[src/rtl/rng_arbiter.sv]
// Shares one 8-bit LFSR among NREQ requesters: holds it off until the game runs,
// warms it up, then serves bounded draws round-robin with a gap between grants.

module rng_arb_lane (
  input  logic [7:0] lfsr_out,
  input  logic [7:0] limit,
  output logic       fits,
  output logic [7:0] folded
);
  assign fits   = (lfsr_out <= limit);
  // Masking can only clear bits, so the fallback value never exceeds the limit.
  assign folded = lfsr_out & limit;
endmodule

module rng_arbiter #(
  parameter int NREQ    = 4,
  parameter int GAP     = 8,
  parameter int TIMEOUT = 16
) (
  input  logic              clock,
  input  logic              reset,
  input  logic              run,
  output logic              lfsr_enable,
  input  logic [7:0]        lfsr_out,
  input  logic [NREQ-1:0]   req,
  input  logic [8*NREQ-1:0] limit,
  output logic [NREQ-1:0]   grant,
  output logic [7:0]        rnd,
  output logic              fallback,
  output logic              busy
);
  localparam int PW = (NREQ > 1) ? $clog2(NREQ) : 1;
  localparam logic [7:0] GAP_LAST = 8'(GAP - 1);
  localparam logic [7:0] ATT_MAX  = 8'(TIMEOUT);

  typedef enum logic [2:0] {OFF, WARM, IDLE, DRAW, COOL} state_t;

  typedef struct packed {
    logic [NREQ-1:0] grant;
    logic [7:0]      rnd;
    logic            fallback;
  } rsp_t;

  state_t               state, state_nx;
  rsp_t                 rsp, rsp_nx;
  logic [7:0]           cnt, cnt_nx;
  logic [7:0]           att, att_nx;
  logic [PW-1:0]        ptr, ptr_nx;
  logic [PW-1:0]        sel, sel_nx;
  logic [NREQ-1:0]      fits;
  logic [NREQ-1:0][7:0] folded;
  logic                 pick_ok;
  logic [PW-1:0]        pick, cand;
  int                   idx;

  for (genvar i = 0; i < NREQ; i++) begin : g_lane
    rng_arb_lane u_lane (
      .lfsr_out (lfsr_out),
      .limit    (limit[8*i +: 8]),
      .fits     (fits[i]),
      .folded   (folded[i])
    );
  end

  // Scan from farthest to nearest so the requester right after ptr wins.
  always_comb begin
    pick_ok = 1'b0;
    pick    = '0;
    idx     = 0;
    cand    = '0;
    for (int k = NREQ; k >= 1; k--) begin
      idx = int'(ptr) + k;
      if (idx >= NREQ) idx = idx - NREQ;
      cand = PW'(idx);
      if (req[cand]) begin
        pick_ok = 1'b1;
        pick    = cand;
      end
    end
  end

  always_comb begin
    state_nx        = state;
    cnt_nx          = cnt;
    att_nx          = att;
    ptr_nx          = ptr;
    sel_nx          = sel;
    rsp_nx          = rsp;
    rsp_nx.grant    = '0;
    rsp_nx.fallback = 1'b0;
    if (!run) begin
      state_nx = OFF;
    end else begin
      case (state)
        OFF: begin
          state_nx = WARM;
          cnt_nx   = '0;
        end
        WARM: begin
          if (cnt == GAP_LAST) state_nx = IDLE;
          else                 cnt_nx   = cnt + 8'd1;
        end
        IDLE: begin
          if (pick_ok) begin
            sel_nx   = pick;
            att_nx   = 8'd1;
            state_nx = DRAW;
          end
        end
        DRAW: begin
          if (!req[sel]) begin
            state_nx = IDLE;
          end else if (fits[sel] || (att == ATT_MAX)) begin
            rsp_nx.grant[sel] = 1'b1;
            rsp_nx.rnd        = fits[sel] ? lfsr_out : folded[sel];
            rsp_nx.fallback   = !fits[sel];
            ptr_nx            = sel;
            cnt_nx            = '0;
            state_nx          = COOL;
          end else begin
            att_nx = att + 8'd1;
          end
        end
        COOL: begin
          // The gap ends straight into the next draw when someone is waiting.
          if (cnt == GAP_LAST) begin
            if (pick_ok) begin
              sel_nx   = pick;
              att_nx   = 8'd1;
              state_nx = DRAW;
            end else begin
              state_nx = IDLE;
            end
          end else begin
            cnt_nx = cnt + 8'd1;
          end
        end
        default: state_nx = OFF;
      endcase
    end
  end

  always_ff @(posedge clock or posedge reset) begin
    if (reset) begin
      state       <= OFF;
      rsp         <= '0;
      cnt         <= '0;
      att         <= '0;
      ptr         <= PW'(NREQ - 1);
      sel         <= '0;
      lfsr_enable <= 1'b0;
    end else begin
      state       <= state_nx;
      rsp         <= rsp_nx;
      cnt         <= cnt_nx;
      att         <= att_nx;
      ptr         <= ptr_nx;
      sel         <= sel_nx;
      lfsr_enable <= run;
    end
  end

  assign grant    = rsp.grant;
  assign rnd      = rsp.rnd;
  assign fallback = rsp.fallback;
  assign busy     = (state == WARM) || (state == DRAW) || (state == COOL);
endmodule
[config.mk]
export PLATFORM = sky130hd
export DESIGN_NAME = rng_arbiter
export DESIGN_NICKNAME = d
export VERILOG_FILES = /design/src/rtl/rng_arbiter.sv
export SDC_FILE = /design/constraint.sdc
export NUM_CORES = 1
export LEC_CHECK = 0
export CAP_MARGIN = 20
export CORE_MARGIN = 5
export CORE_UTILIZATION = 56
export CTS_BUF_LIST = sky130_fd_sc_hd__clkbuf_8
export DETAILED_ROUTE_END_ITERATION = 8
export GPL_TIMING_DRIVEN = 0
export PLACE_DENSITY_LB_ADDON = 0.08
export SETUP_SLACK_MARGIN = 0.1
export SLEW_MARGIN = 5
export SYNTH_ARGS = -nofsm -noshare
export SYNTH_HDL_FRONTEND = slang
export SYNTH_SLANG_ARGS = --single-unit
[constraint.sdc]
create_clock -name clock -period 2.8 [get_ports clock]
set_clock_uncertainty 0.1 [all_clocks]
set_input_delay 0.84 -clock clock [delete_from_list [all_inputs] [get_ports clock]]
set_output_delay 0.84 -clock clock [all_outputs]
set_load 0.02 [all_outputs]
==> impl_metrics.yaml, run 1 <==
min_path:
  timing.hold.worst.class: "reg2reg"
floorplanning:
  core.rowCount: 29
  fp.dieH_um: 89.95
  dieArea_sq_um: 8091
  start_util: 0.5703
  die_x_um: 89.95
  pin_count: 62
  core_sq_um: 6277
worst_setup_path:
  end_kind: "register"
  worstPathMaxFanout: 4
  crit_arrival_ns: 3.05
  timing.critical_path.from_type: "input port"
  path_class: "in2reg"
  worstPathRequired_ns: 2.88
sta:
  tightest_slew_ns: 1.052
  hold_viol_final: 0
  fin_crit_sh: 1.062
  fin_hold_ws_ns: 0.3906
  drv_slew: 0
  grt_setup_unrepaired: "yes"
  timing.fmax_mhz: 336.2
  slew_headroom: 0.2928
  setup_slack_ns: -0.1746
  fin_crit_ns: 2.975
  setup_viol: 27
clocking:
  htreeDepth: 2
  cts_max_path_buffers: 2
  numCtsBuffers: 5
  cts.clk_slew.worst_paths_ns: 0.07
  cts_tree: "done"
  root_buffer: "clkbuf_8"
  cts.sinks: 37
  worstSkewPairLatency_ns: 0.30
outcome:
  violations: "setup timing"
  status: "complete, but fails checks"
global_route:
  met2_usage: 0.4457
  grtUsageTotal: 0.2339
  top_usage_layer: "met2"
  grt_pass1_wl_mm: 16.24
  use_met1: 0.2643
  grt_overflow: 0
  grt_pass1_vias: 3612
  antenna_found_initial: 0
  grt_max_degree: 38
  met3_usage: 0.03088
synthesis:
  async_flop_share: 1.000
  syn-cell-area_sq_um: 3580
  synth_edf_count: 0
  yosysUniqueCellTypes: 55
  synthCells: 390
  ys_warn_count: 0
  synth_seq_cells: 37
  syn_nets: 504
  avgSynthCellArea_sq_um: 9.179
  seq_area_frac_synth: 0.2593
  synth_ff_type: "dfrtp_1"
routing:
  ant_nets: 0
  vias: 3486
  drc: 0
  detailedRoute.firstPassIterationCount: 4
  avgViaCountPerCell: 6.105
  wl_per_cell_um: 18.03
  drt_iter0_markers: 177
  wirelength_mm: 10.30
final_layout:
  fin_util: 0.8266
  drive_gt1_frac: 0.3927
  n_antenna_cell: 0
  stdcell_count: 571
  fillers: 363
  area_delta_synth_final_pct: 44.95
  ff_latch_area_sq_um: 928.4
  nets: 607
  multiInputGateArea_sq_um: 2920
  final_common_cell: "ha_1"
  final_cell_mix: "ha_1, buf_4, dfrtp_1, ha_4, nand2_1"
power:
  ir_worst_vdd_mv: 0.4961
  leakage_uw: 0.002315
  powerDensity_nw_per_um2: 485.4
placement:
  dp_slack_ns: -1.162
  portBuffers: 61
  dp_hpwl_mm: 6.869
  gp_congestion: 0.8872
  placed_cells: 528
run:
  maxCapViolCount: 0
[cell usage after synthesis (all sizes together) (5+ instances only)]
cell type  number  area (sq um)
ha             67         838.3
inv            45         168.9
dfrtp          35         875.8
nand2          24         90.09
a21oi          22         110.1
o21ai          19         95.09
nand3          17         85.08
nor2           14         52.55
mux2i          12         120.1
and3           11         70.07
mux2           11         123.9
nor3           10         50.05
o221ai          9         78.83
nor2b           8         50.05
a31oi           7         43.79
clkbuf          6         22.52
buf             5         31.28
nand4           5         31.28
nor4            5         50.05
[report_power, final]
part           total [uW]  switching (uW)  internal (uW)
logic                1370             734            638
registers             665            72.5            593
clock network         481             194            287
[metrics by stage]
stage	power [uW]	area [sq um]	setup TNS [ns]
floorplan	1420	3799	-0.01561
global placement	1735	4506	-34.40
detailed placement	1767	4506	-36.13
CTS	2422	5074	-0.6351
global route	2661	5189	-6.806
finish	2518	5189	-2.485
[logic make-up after synthesis]
kind of cell,share of synthesized area
xor+xnor,0.002447
fa+ha+maj,0.2370
mux,0.07550
buf+inv,0.06222
flops,0.2593
simple gates,0.1744
compound gates,0.1891
[timing repair]
| item | CTS | global route |
|---|---|---|
| hold buffers | 0 | 0 |
| resized for setup | 220 | 38 |
| setup buffers | 22 | 13 |
| pin swaps | 33 | 28 |
| endpoints found under the setup margin | 36 | 36 |
[routing by layer]
metal / vias up / part of all wire / wire length [um]
met2: 122 / 0.54 / 5601
met3: 29 / 0.047 / 483
met4: 0 / 0.026 / 268
met5: - / 0 / 0
met1: 1708 / 0.38 / 3943
li1: 1627 / - / -
[critical path, cell delays in order]
cell	delay (ns)
clkdlybuf4s15_2	0.19
inv_2	0.06
ha_4	0.20
and4_1	0.21
nand3b_1	0.18
a21oi_2	0.23
a2111oi_4	0.08
buf_4	0.18
buf_6	0.11
nor4_4	0.31
buf_4	0.19
o21ai_2	0.05
a32o_1	0.22
[state kept, by name (all words and copies together) (netlist names)]
register,count
grant,4
fallback,1
ptr,2
lfsr_enable,1
rnd,8
state,3
att,8
cnt,8
sel,2
[worst paths after layout]
kind / startpoint / endpoint / slack (ns) / cells past startpoint
min in group asynchronous: reset / cnt[1] / 0.90 / 2
max in group asynchronous: reset / rnd[2] / 1.22 / 2
hold / removal: rnd[4] / rnd[4] / 0.39 / 2
hold reg to reg: rnd[4] / rnd[4] / 0.39 / 2
setup reg to reg: att[0] / rnd[6] / 0.22 / 7
setup / recovery: limit[11] / att[1] / -0.17 / 13
[layout make-up]
class                      count  area share
sequential                    37      0.1789
tap                           77     0.01857
inverter                      45     0.03786
buffer                        11     0.01399
timing repair buffer          96      0.1654
clock buffer                   6     0.01592
clock inverter                 2    0.006511
multi-input combinational    297      0.5628
Power figures use the tool's default switching activity.
==> run 2: changes to the inputs <==
--- a/config.mk
+++ b/config.mk
@@ -7,7 +7,7 @@
 export LEC_CHECK = 0
 export CAP_MARGIN = 20
 export CORE_MARGIN = 5
-export CORE_UTILIZATION = 56
+export CORE_UTILIZATION = 36
 export CTS_BUF_LIST = sky130_fd_sc_hd__clkbuf_8
 export DETAILED_ROUTE_END_ITERATION = 8
 export GPL_TIMING_DRIVEN = 0
==> run 2 against run 1 <==
- the flow still finishes with violations (setup timing)
- sequential share of layout area is 0.55 points lower
- flip-flop and latch count is the same
- setup slack better by 0.064 ns
- via count decreased by 7.2%
- register-to-register slack improved by 0.15 ns
- die area is 49% higher
- count of clock-buffer cells in the layout did not move
- combinational power is essentially flat
- routed wire length is 5.9% lower
- critical path type unchanged
==> impl_metrics.yaml, run 2 (synthesis gave the netlist of run 1 again) <==
sta:
  grt_setup_unrepaired: "yes"
  drv_slew: 0
  setup_viol: 26
  slew_headroom: 0.4766
  tightest_slew_ns: 0.7851
  fin_crit_ns: 2.910
  setup_tns_ns: -1.013
  setup_slack_ns: -0.1101
  hold_viol_final: 0
  timing.fmax_mhz: 343.6
  fin_crit_sh: 1.039
placement:
  placed_cells: 584
  portBuffers: 61
  gp_congestion: 0.8119
  dp_hpwl_mm: 7.191
routing:
  drc: 0
  drt_iter0_markers: 94
  ant_nets: 0
  vias: 3235
  avgViaCountPerCell: 5.209
  wl_per_cell_um: 15.60
  detailedRoute.firstPassIterationCount: 5
  wirelength_mm: 9.688
worst_setup_path:
  timing.critical_path.from_type: "input port"
  cp_slowest_stage_delay_ns: 0.36
  path_class: "in2reg"
  worstPathRequired_ns: 2.88
  critPathSlowestCell: "a311oi_4"
  end_kind: "register"
  crit_arrival_ns: 2.99
  worstPathMaxFanout: 8
  crit_chain: "buf_12 > ha_4 > nand2_2 > o21a_4 > a311oi_4 > a2111oi_4 > buf_4 > or2_4 > o31ai_4 > mux2_4"
clocking:
  root_buffer: "clkbuf_8"
  cts_max_path_buffers: 2
  htreeDepth: 2
  numCtsBuffers: 5
  cts.sinks: 37
  cts.clk_slew.worst_paths_ns: 0.08
  cts_tree: "done"
  ctsHoldBuffers: 0
  worstSkewPairLatency_ns: 0.30
outcome:
  status: "complete, but fails checks"
  violations: "setup timing"
final_layout:
  final_common_cell: "ha_1"
  area_delta_synth_final_pct: 49.53
  final_cell_mix: "ha_1, dfrtp_1, ha_4, inv_2, buf_4"
  stdcell_count: 621
  n_antenna_cell: 0
  multiInputGateArea_sq_um: 3025
  ff_latch_area_sq_um: 928.4
  fillers: 916
  fin_util: 0.5502
  nets: 601
  drive_gt1_frac: 0.3975
global_route:
  grt_overflow: 0
  antenna_found_initial: 0
  grt_max_degree: 38
  grt_pass1_vias: 3381
  grt_pass1_wl_mm: 15.99
  grtUsageTotal: 0.1678
min_path:
  timing.hold.worst.class: "reg2reg"
floorplanning:
  core.rowCount: 36
  die_x_um: 109.7
  fp.dieH_um: 109.7
  start_util: 0.3679
  pin_count: 62
  dieArea_sq_um: 12040
  core_sq_um: 9729
run:
  maxCapViolCount: 0
power:
  ir_worst_vdd_mv: 0.2856
  powerDensity_nw_per_um2: 476.9
  leakage_uw: 0.002302
  power_uw: 2553
[run 2: area by class of cell]
class	instances	area share
Multi-Input combinational cell	297	0.5652
Sequential cell	37	0.1734
Timing Repair Buffer	90	0.1583
Inverter	45	0.03623
Tap cell	133	0.03109
Clock buffer	6	0.01543
Buffer	11	0.01332
Clock inverter	2	0.007013
[run 2: repair_timing]
item	CTS	global route
pin swaps	32	32
gates resized for setup	184	69
cloned	0	1
setup endpoints to repair	36	34
setup buffers	19	8
[run 2: power breakdown]
part           leakage, uW  total [uW]  switching, uW  internal, uW
sequential        0.000495         669           76.3           593
clock            0.0000574         488            198           290
combinational      0.00175        1400            757           639
[run 2: final timing paths]
| path | slack, ns | endpoint | cells past startpoint | from |
|---|---|---|---|---|
| max | -0.11 | state[0] | 10 | lfsr_out[6] |
| min | 0.40 | ptr[1] | 2 | ptr[1] |
| max reg2reg | 0.37 | ptr[0] | 9 | sel[0] |
| min reg2reg | 0.40 | ptr[1] | 2 | ptr[1] |
| max in group asynchronous | 1.19 | cnt[4] | 2 | reset |
| min in group asynchronous | 0.90 | rnd[5] | 2 | reset |
[run 2: stage by stage]
step           hold slack, ns  setup slack, ns  instance area, sq um
6_report               0.4047          -0.1101                  5353
5_1_grt                0.4251          -0.1789                  5353
4_1_cts                0.3991          -0.1380                  5089
3_5_place_dp           0.3821           -1.190                  4576
3_3_place_gp           0.3797           -1.187                  4576
2_1_floorplan          0.3629         -0.01561                  3799
[run 2: worst max-delay path, delay by kind of cell]
family / cells / cell delay (ns)
buffers and inverters: 2 / 0.30
AND/OR/NAND/NOR: 2 / 0.29
AO/OA/AOI/OAI: 4 / 0.96
multiplexers: 1 / 0.32
adder cells (fa/ha/maj): 1 / 0.27
[run 2: per-layer routing]
metal,share of wire,up-vias,track usage
li1,-,1621,-
met1,0.44,1545,0.2044
met2,0.53,58,0.3139
met3,0.024,11,0.01585
met4,0.014,0,0.04363
met5,0,-,0
==> run 3: changes to the inputs <==
--- a/config.mk
+++ b/config.mk
@@ -9,6 +9,7 @@
 export CORE_MARGIN = 5
 export CORE_UTILIZATION = 36
 export CTS_BUF_LIST = sky130_fd_sc_hd__clkbuf_8
+export CTS_CLUSTER_DIAMETER = 100
 export DETAILED_ROUTE_END_ITERATION = 8
 export GPL_TIMING_DRIVEN = 0
 export PLACE_DENSITY_LB_ADDON = 0.08
==> constraint.sdc (replaced) <==
create_clock -name clock -period 3 [get_ports clock]
set_clock_uncertainty 0.1 [all_clocks]
set_input_delay 0.9 -clock clock [delete_from_list [all_inputs] [get_ports clock]]
set_output_delay 0.9 -clock clock [all_outputs]
set_load 0.02 [all_outputs]
==> run 3 against run 2 <==
- the run now ends clean
- routed wire length is essentially flat
- setup slack gained 0.12 ns
- utilization shrank 1.3 points
- critical path type unchanged
- critical endpoint is now cnt[2]
- largest cell class unchanged
- highest routed layer unchanged
==> impl_metrics.yaml, run 3 (synthesis gave the netlist of run 1 again) <==
outcome:
  status: "finished, final reports clean"
worst_setup_path:
  path_class: "in2reg"
  timing.critical_path.from_type: "input port"
  end_kind: "register"
  crit_arrival_ns: 3.05
  worstPathMaxFanout: 9
  worstPathRequired_ns: 3.06
final_layout:
  final_cell_mix: "ha_1, dfrtp_1, buf_4"
  fin_util: 0.5373
  final_common_cell: "ha_1"
  drive_gt1_frac: 0.3608
  area_delta_synth_final_pct: 46.03
  n_antenna_cell: 0
  nets: 598
clocking:
  numCtsBuffers: 5
  cts.sinks: 37
  cts_max_path_buffers: 2
  cts_tree: "done"
  ctsHoldBuffers: 0
  worstSkewPairLatency_ns: 0.29
  cts.clk_slew.worst_paths_ns: 0.08
  htreeDepth: 2
  root_buffer: "clkbuf_8"
power:
  power_uw: 2433
  leakage_uw: 0.002289
  powerDensity_nw_per_um2: 465.5
  ir_worst_vdd_mv: 0.2305
sta:
  setup_viol: 0
  fin_crit_ns: 2.987
  timing.fmax_mhz: 334.8
  fin_hold_ws_ns: 0.3898
  slew_headroom: 0.3226
  setup_slack_ns: 0.01277
  drv_slew: 0
  grt_setup_unrepaired: "yes"
  tightest_slew_ns: 1.008
  fin_crit_sh: 0.9957
  setup_tns_ns: 0
  hold_viol_final: 0
floorplanning:
  core_sq_um: 9729
  core.rowCount: 36
  start_util: 0.3679
  pin_count: 62
  dieArea_sq_um: 12040
  die_x_um: 109.7
  fp.dieH_um: 109.7
routing:
  detailedRoute.firstPassIterationCount: 4
  ant_nets: 0
  vias: 3260
  avgViaCountPerCell: 5.275
  drt_iter0_markers: 86
  wl_per_cell_um: 15.68
  drc: 0
  wirelength_mm: 9.691
global_route:
  grt_max_degree: 38
  grt_overflow: 0
  grt_pass1_wl_mm: 16.46
  antenna_found_initial: 0
  grt_pass1_vias: 3459
  grtUsageTotal: 0.1706
placement:
  portBuffers: 61
  dp_hpwl_mm: 7.156
  gp_congestion: 0.8440
  dp_slack_ns: -1.051
min_path:
  timing.hold.worst.class: "reg2reg"
run:
  maxCapViolCount: 0
[run 3: cell count changes in the layout (fill, tap and decap cells not counted), sizes merged]
cell,before,now
clkinv,0,1
buf,50,52
clkbuf,22,16
dlygate4sd2,5,4
dlymetal6s2s,0,1
bufinv,1,2
clkinvlp,1,0
[run 3: timing repair]
| item | CTS | global route |
|---|---|---|
| pin swaps | 43 | 15 |
| resized for setup | 214 | 47 |
| setup buffers | 25 | 2 |
| endpoints found under the setup margin | 34 | 35 |
[run 3: layout make-up]
class                      count  area (sq um)
multi-input combinational    297          2943
inverter                      45         171.4
clock buffer                   5         68.82
clock inverter                 3         65.06
fill                         922          4502
tap                          133         166.4
sequential                    37         928.4
timing repair buffer          87         818.3
buffer                        11         66.31
[run 3: through the flow]
| stage | std cells | area [sq um] |
|---|---|---|
| after floorplan | 390 | 3623 |
| after global placement | 584 | 4400 |
| after detailed placement | 584 | 4400 |
| after CTS | 616 | 5092 |
| after global routing | 618 | 5228 |
| final | 618 | 5228 |
[run 3: final timing paths]
path | from | end | slack (ns) | cells past startpoint
min in group asynchronous | reset | cnt[1] | 0.96 | 2
max | lfsr_out[7] | cnt[2] | 0.01 | 11
max in group asynchronous | reset | att[3] | 1.34 | 2
min reg2reg | ptr[1] | ptr[1] | 0.39 | 2
min | ptr[1] | ptr[1] | 0.39 | 2
max reg2reg | att[0] | rnd[6] | 0.50 | 9
[run 3: power breakdown]
part | leakage (uW) | switching, uW | internal (uW)
registers | 0.000495 | 61.0 | 553
logic | 0.00173 | 686 | 618
clock network | 0.0000681 | 185 | 330
total | 0.00229 | 932 | 1500
[run 3: critical path, stage by stage]
cell	delay [ns]
buf_12	0.13
ha_4	0.25
a21oi_2	0.23
nand4_1	0.21
a2111oi_4	0.38
buf_4	0.20
buf_12	0.11
nor4_4	0.05
buf_4	0.20
nor2_4	0.25
o221ai_2	0.14
[run 3: per-layer routing]
metal / track usage / wire length, um / vias to the layer above
met5: 0 / 0 / -
met4: 0.05343 / 184 / 0
met3: 0.01938 / 284 / 17
met2: 0.3139 / 5055 / 71
met1: 0.2062 / 4166 / 1563
li1: - / - / 1609
